### src/rtl/cic_decim_mc.sv
`default_nettype none
// +----------------------------------------------------------------------------+
// | Module      : cic_decim_mc                                                 |
// | Description : Multi-channel CIC decimator with runtime power-of-two ratio, |
// |               gain normalisation, output saturation and a FLUSH-based      |
// |               reconfiguration sequence. Optional macro CIC_ROUND_EN adds   |
// |               round-half-up before the normalising shift.                  |
// | Revision    : 1.0 - initial release                                        |
// +----------------------------------------------------------------------------+
module cic_decim_mc #(
   parameter int IN_W      = 16,
   parameter int OUT_W     = 16,
   parameter int N_STAGES  = 3,
   parameter int CH        = 2,
   parameter int RMAX_LOG2 = 4
) (
   input  logic                  clk,
   input  logic                  rst,
   input  logic                  clk_enable,
   input  logic                  enable,
   input  logic [2:0]            decim_sel,
   input  logic [CH*IN_W-1:0]    x_in,
   input  logic                  x_valid,
   output logic                  x_ready,
   output logic [CH*OUT_W-1:0]   y_out,
   output logic                  y_valid,
   output logic [7:0]            D_active
);

   // Accumulator width covers the full CIC gain R^N at the largest ratio.
   localparam int W  = IN_W + N_STAGES * RMAX_LOG2;
   // Post-shift width must hold both the accumulator (plus rounding carry) and OUT_W.
   localparam int SW = (W + 1 > OUT_W) ? W + 1 : OUT_W;
   localparam int CW = RMAX_LOG2 + 1;

   localparam logic signed [SW-1:0] SAT_MAX = {{(SW-OUT_W+1){1'b0}}, {(OUT_W-1){1'b1}}};
   localparam logic signed [SW-1:0] SAT_MIN = {{(SW-OUT_W+1){1'b1}}, {(OUT_W-1){1'b0}}};
   localparam logic signed [SW-1:0] ONE_SW  = {{(SW-1){1'b0}}, 1'b1};

   typedef enum logic [1:0] {
      ST_IDLE  = 2'd0,
      ST_FLUSH = 2'd1,
      ST_RUN   = 2'd2
   } state_t;

   state_t          state;
   logic [2:0]      applied_code;
   logic [2:0]      log2r;
   logic [7:0]      shift;
   logic [CW-1:0]   phase;
   logic [CW-1:0]   phase_last;
   logic            accept;
   logic            tick;

   // Ratio codes beyond the built maximum saturate at RMAX_LOG2.
   function automatic logic [2:0] clamp_code(input logic [2:0] code);
      return (code > 3'(RMAX_LOG2)) ? 3'(RMAX_LOG2) : code;
   endfunction

   assign log2r      = clamp_code(applied_code);
   assign shift      = 8'(N_STAGES) * {5'd0, log2r};
   assign phase_last = (CW'(1) << log2r) - CW'(1);
   assign accept     = x_valid & x_ready & clk_enable;
   assign tick       = accept & (phase == phase_last);

   // Control FSM: IDLE -> FLUSH (clear + latch ratio) -> RUN; ratio change re-flushes.
   always_ff @(posedge clk) begin
      if (rst) begin
         state        <= ST_IDLE;
         x_ready      <= 1'b0;
         applied_code <= 3'd0;
         D_active     <= 8'd1;
      end else if (clk_enable) begin
         case (state)
            ST_IDLE: begin
               x_ready <= 1'b0;
               if (enable) state <= ST_FLUSH;
            end
            ST_FLUSH: begin
               applied_code <= decim_sel;
               D_active     <= 8'd1 << clamp_code(decim_sel);
               state        <= ST_RUN;
               x_ready      <= 1'b1;
            end
            ST_RUN: begin
               if (!enable) begin
                  state   <= ST_IDLE;
                  x_ready <= 1'b0;
               end else if (decim_sel != applied_code) begin
                  state   <= ST_FLUSH;
                  x_ready <= 1'b0;
               end
            end
            default: begin
               state   <= ST_IDLE;
               x_ready <= 1'b0;
            end
         endcase
      end
   end

   // Shared decimation phase counter; wraps on the tick accept.
   always_ff @(posedge clk) begin
      if (rst) begin
         phase <= '0;
      end else if (clk_enable) begin
         if (state == ST_FLUSH) phase <= '0;
         else if (tick)         phase <= '0;
         else if (accept)       phase <= phase + CW'(1);
      end
   end

   // Output strobe follows the tick by one cycle and freezes during stalls.
   always_ff @(posedge clk) begin
      if (rst)             y_valid <= 1'b0;
      else if (clk_enable) y_valid <= tick;
   end

   for (genvar c = 0; c < CH; c++) begin : g_ch
      logic signed [W-1:0]     integ     [N_STAGES];
      logic signed [W-1:0]     integ_nxt [N_STAGES];
      logic signed [W-1:0]     dly       [N_STAGES];
      logic signed [W-1:0]     comb      [N_STAGES+1];
      logic signed [W-1:0]     x_ext;
      logic signed [SW-1:0]    ext;
      logic signed [SW-1:0]    biased;
      logic signed [SW-1:0]    scaled;
      logic signed [OUT_W-1:0] sat;
      logic signed [OUT_W-1:0] y_reg;

      assign x_ext = {{(W-IN_W){x_in[c*IN_W+IN_W-1]}}, x_in[c*IN_W +: IN_W]};

      // Integrator cascade, comb chain, normalising shift and saturation.
      always_comb begin
         integ_nxt[0] = integ[0] + x_ext;
         for (int k = 1; k < N_STAGES; k++) integ_nxt[k] = integ[k] + integ_nxt[k-1];
         comb[0] = integ_nxt[N_STAGES-1];
         for (int k = 0; k < N_STAGES; k++) comb[k+1] = comb[k] - dly[k];
         ext = {{(SW-W){comb[N_STAGES][W-1]}}, comb[N_STAGES]};
`ifdef CIC_ROUND_EN
         biased = (shift != 8'd0) ? ext + (ONE_SW <<< (shift - 8'd1)) : ext;
`else
         biased = ext;
`endif
         scaled = biased >>> shift;
         if (scaled > SAT_MAX)      sat = SAT_MAX[OUT_W-1:0];
         else if (scaled < SAT_MIN) sat = SAT_MIN[OUT_W-1:0];
         else                       sat = scaled[OUT_W-1:0];
      end

      // Integrators advance per accept; comb delays and output only on ticks.
      always_ff @(posedge clk) begin
         if (rst) begin
            for (int k = 0; k < N_STAGES; k++) begin
               integ[k] <= '0;
               dly[k]   <= '0;
            end
            y_reg <= '0;
         end else if (clk_enable) begin
            if (state == ST_FLUSH) begin
               for (int k = 0; k < N_STAGES; k++) begin
                  integ[k] <= '0;
                  dly[k]   <= '0;
               end
            end else if (accept) begin
               for (int k = 0; k < N_STAGES; k++) integ[k] <= integ_nxt[k];
               if (tick) begin
                  for (int k = 0; k < N_STAGES; k++) dly[k] <= comb[k];
                  y_reg <= sat;
               end
            end
         end
      end

      assign y_out[c*OUT_W +: OUT_W] = y_reg;
   end

endmodule
`default_nettype wire

### config.mk
export PLATFORM = sky130hd
export DESIGN_NAME = cic_decim_mc
export DESIGN_NICKNAME = d
export VERILOG_FILES = /design/src/rtl/cic_decim_mc.sv
export SDC_FILE = /design/constraint.sdc
export NUM_CORES = 1
export LEC_CHECK = 0
export ABC_AREA = 1
export CORE_MARGIN = 4
export CORE_UTILIZATION = 55
export DETAILED_ROUTE_END_ITERATION = 10
export HOLD_SLACK_MARGIN = 0.03
export PLACE_DENSITY = 0.71
export SYNTH_ARGS = -nofsm -noshare
export SYNTH_HDL_FRONTEND = slang
export SYNTH_SLANG_ARGS = --single-unit
### constraint.sdc
create_clock -name clk -period 16.2 [get_ports clk]
set_input_delay 4.05 -clock clk [delete_from_list [all_inputs] [get_ports clk]]
set_output_delay 4.05 -clock clk [all_outputs]
set_load 0.005 [all_outputs]
* Word-level counts from Yosys, hierarchy flattened *
Memories as Yosys holds them, arrays and structs flattened.
Cells that the tools add are included.

operators by class
  bitwise gates (word level) = 28
  div/mod/pow operators = 0
  order comparisons = 6
  $mul = 1
  equality and inequality tests = 6
  reductions and logical operators = 7
  $add $sub $neg = 14
  shifts and indexed selects = 4
  multiplexer cells = 57

operators by type and width
  operator                count
  $mux W28                24
  $sub A28 B28 Y28        6
  $add A28 B28 Y28        4
  $mux W16                4
  $gt A29 B16 Y1 const B  2
  $lt A29 B16 Y1 const B  2
  $sshr A28 B5 Y29        2
  $add A28 B16 Y28        2
  $or A1 B1 Y1            24
  $mux W1                 19
  $mux W5                 3
  $shl A1 B3 Y8 const A   1
  $gt A3 B3 Y1 const B    2
  $mux W2                 3
  $mux W3                 2
  $pmux W2 S3             1
  $reduce_and A2 Y1       3
  $add A5 B1 Y5 const B   1
  $eq A5 B5 Y1            1
  $mul A2 B3 Y5 const A   1
  $shl A1 B3 Y5 const A   1
  $sub A5 B2 Y5 const B   1
  $reduce_and A4 Y1       1
  $and A1 B1 Y1           3
  other kinds (10)        10

word-level totals
  word-level logic and storage cells = 135
  bits in writable memories = 336
  input port bits = 40
  bits in registers = 52
  memories kept = 4
  bits in latches = 0
  ROM bits = 0
  output and inout bits = 42

memories
  memory         words  bits a word  read ports  clocked after memory_dff  wr ports  line  text
  g_ch[0].dly    3      28           3           0                         3         122   logic signed [W-1:0] dly [N_STAGES];
  g_ch[0].integ  3      28           3           0                         3         120   logic signed [W-1:0] integ [N_STAGES];
  g_ch[1].dly    3      28           3           0                         3         122
  g_ch[1].integ  3      28           3           0                         3         120

* Longest topological paths before layout *
  depth in word-level cells = 13
  gate-level depth with buffers = 76
  mapped depth without buffers = 75

* Worst setup path after synthesis *
No wires, ideal clock.

  path type = input to register
  from = input port x_in[16]
  to = register g_ch[1].y_reg[10]
  required time = 16.078 ns
  library setup time = 0.122 ns
  setup slack = 3.240 ns
  cell stages on the path = 72
  buffers on the path = 1
  arrival time = 12.838 ns
  path through = ha_1 -> inv_1 -> fa_1 -> nor2_1 -> nand2_1 -> nand2_1 -> nand2_1 -> nand2_1 -> a21oi_1 -> o21bai_1 -> a21oi_1 -> xnor2_1 -> ha_1 -> nand2_1 -> nor3_1 -> a21oi_1 -> inv_1 -> a21oi_1 -> [36 not listed] -> nor2_1 -> o21ai_0 -> o2111ai_1 -> xor2_1 -> inv_1 -> nand3_2 -> nand3_1 -> nand3_1 -> nand3_1 -> a21oi_1 -> nand3_1 -> nor2_1 -> nand2_1 -> nor2_1 -> nand2_1 -> nand3_4 -> buf_6 -> a21oi_2

RTL lines
  item                    line  text
  start: declaration      22    input logic [CH*IN_W-1:0] x_in,
  end signal: assignment  169   y_reg <= sat;
  end: declaration        129   logic signed [OUT_W-1:0] y_reg;

==> flow_metrics.tcl <==
set metrics [dict create \
    critPathMaxStageDelay_ps 460 \
    async_flop_share_pct 0 \
    synth_area_leader_cell "edfxtp_1" \
    start_util_pct 55.84 \
    finalSetupTns_ps 0 \
    grt_max_degree 90 \
    post_cts_resized 0 \
    cts_sinks 388 \
    worstRegToRegCells 66 \
    cts.clk_slew.worst_paths_ps 60 \
    antenna_found_initial 0 \
    die_w_um 253.5 \
    syn-cell-area_um2 33150 \
    max_freq_mhz 67.74 \
    synth_cells 4370 \
    drc 0 \
    synth-xor-area-share_pct 7.557 \
    cts_root_buf "clkbuf_16" \
    synth_enable_flop_cells 336 \
    core_um2 59350 \
    synthMuxAreaShare_pct 0.1208 \
    synth_compound_area_share_pct 13.83 \
    whs_path_depth 2 \
    antenna_left 0 \
    via_per_inst 5.255 \
    clk_latency_ps 590 \
    ys_ff_latch 388 \
    finalMaxSlewViolations 0 \
    synth_top_family_by_area "simple AND/OR/NAND/NOR gates" \
    ys_top_cells_by_area "edfxtp_1, ha_1, inv_1, nand2_1, xor2_1" \
    skew_ps 22.93 \
    pin_count 82 \
    rsz0062_at_grt "false" \
    required_ps 16650 \
    grt_pass1_vias 25340 \
    synth_ff_type "edfxtp_1" \
    place_congestion 0.9030 \
    finalNetCount 4795 \
    antenna_cells 0 \
    dr_total_vias 27400 \
    grt_pass1_wl_um 119200 \
    post-cts-setup-buffers 0 \
    hold_path_class "flip-flop to flip-flop" \
    seq_area_frac_synth_pct 33.58 \
    chipHeight_um 253.5 \
    synthToLayoutAreaGrowth_pct 9.045 \
    port_buffers 81 \
    row_count 89 \
    yosys-top-cells-count "inv_1, nand2_1, nor2_1" \
    worstSetupPathType "input port to flip-flop" \
    cts_tree "done" \
    cts_inserted_buffers 46 \
    max_cap_viol_count 0 \
    crit_fanout 15 \
    routed_wl_um 70350 \
    die-area_um2 64260 \
    yosysTopAreaCellShare_pct 30.44 \
    yosysMostFrequentCell "inv_1" \
    syn-num-nets 4753 \
    htree_num_levels 2 \
    wl_per_cell_um 13.49 \
    cts_buffer_depth 3 \
    drt_iter0_markers 1891 \
    layout_min_cycle_time_ps 14760 \
    crit_arrival_ps 15210 \
    path_common_cell "nand2_1" \
    avgSynthCellArea_um2 7.585 \
    worst_pin_slew_ps 1017 \
    firstDrtPassIters 5 \
    drive_gt1_share_pct 4.300 \
    end_kind "flip-flop" \
    holdBufCountCts 0 \
    synthAdderAreaFrac_pct 13.22 \
    synth-simple-area-share_pct 21.69 \
    hpwlAfterDp_um 52750 \
    yosysWarnings 0 \
    grt-ovfl-total 0 \
    finalSetupViolCount 0 \
    slew_headroom_pct 32.13 \
    hold_viol 0 \
    yosys.cell_types.count 65 \
    status "completed" \
    grtUsageTotal_pct 21.53 \
    period_share_pct 91.13 \
    crit_path_start_kind "input port" \
    crit_path_top_delay_cell "clkdlybuf4s50_1" \
]
==> layer usage <==
metal  GRT usage, %  vias to the layer above  part of all wire [%]
li1               -                    14530                     -
met1          31.84                    12400                    51
met2          34.53                      404                    44
met3          2.057                       75                   3.3
met4          4.697                        0                   1.7
met5              0                        -                     0
==> layout make-up <==
type	instances	area (um2)
Clock buffer	55	1210
Multi-Input combinational cell	3109	18750
Tap cell	773	967.2
Timing Repair Buffer	99	945.9
Clock inverter	23	255.2
Inverter	768	2885
Fill cell	5448	23210
Sequential cell	388	11130
==> final timing paths <==
path,from,slack [ps],to
setup / recovery,x_in[16],1440,g_ch[1].y_reg[2]$_SDFFE_PP0P_
hold / removal,D_active[7]$_SDFFE_PP0P_,420,D_active[7]$_SDFFE_PP0P_
setup reg to reg,g_ch[1].integ[0][0]$_SDFFCE_PN0P_,5050,g_ch[1].y_reg[2]$_SDFFE_PP0P_
hold reg to reg,D_active[7]$_SDFFE_PP0P_,420,D_active[7]$_SDFFE_PP0P_
==> cells in the final DEF (no fill, tap or decap), drive strengths merged, types with 6 or more instances in the layout <==
cell type      instances
edfxtp               336
or2                   15
ha                   331
clkdlybuf4s50         81
buf                   18
a31oi                 22
o21ai                215
nor2                 510
o221ai                 6
a21oi                398
clkinv                20
xnor2                 58
inv                  766
a211oi                12
fa                    12
nand3                364
a21boi                 9
nor4                  10
nand3b                 6
o21a                  11
nand4                 11
xor2                 228
a21o                  28
o21bai                32
clkbuf                55
nor3                  35
dfxtp                 52
o211ai                14
nand2                732
o31ai                 14
==> cells by family (layout without fill, tap and decap cells) <==
group | after synthesis | count (layout)
AO/OA/AOI/OAI | 787 | 787
flip-flops | 388 | 388
buffers and inverters | 873 | 945
multiplexers | 4 | 4
AND/OR/NAND/NOR | 1689 | 1689
adder cells (fa/ha/maj) | 343 | 343
XOR/XNOR | 286 | 286
==> worst max-delay path: cells and delay by family <==
family / cells / cell delay [ps]
buffers and inverters: 8 / 940
XOR/XNOR: 6 / 1260
AND/OR/NAND/NOR: 25 / 2990
AO/OA/AOI/OAI: 21 / 3630
adder cells (fa/ha/maj): 7 / 2320
==> through the flow <==
step / worst slack [ps] / cell area (um2) / hold WS, ps / util [%] / cells
2_1_floorplan: 3240 / 33150 / 425.0 / - / 4370
3_3_place_gp: 1145 / 34680 / 415.5 / 58.43 / 5137
3_5_place_dp: 1055 / 34680 / 417.1 / 58.43 / 5137
4_1_cts: 1575 / 36140 / 426.5 / 60.90 / 5215
5_1_grt: 241.5 / 36140 / 450.7 / 60.90 / 5215
6_report: 1437 / 36140 / 422.9 / 60.90 / 5215
Power is not shown: default switching activity piles up to over one toggle a cycle in this logic, so the estimate is an artifact.
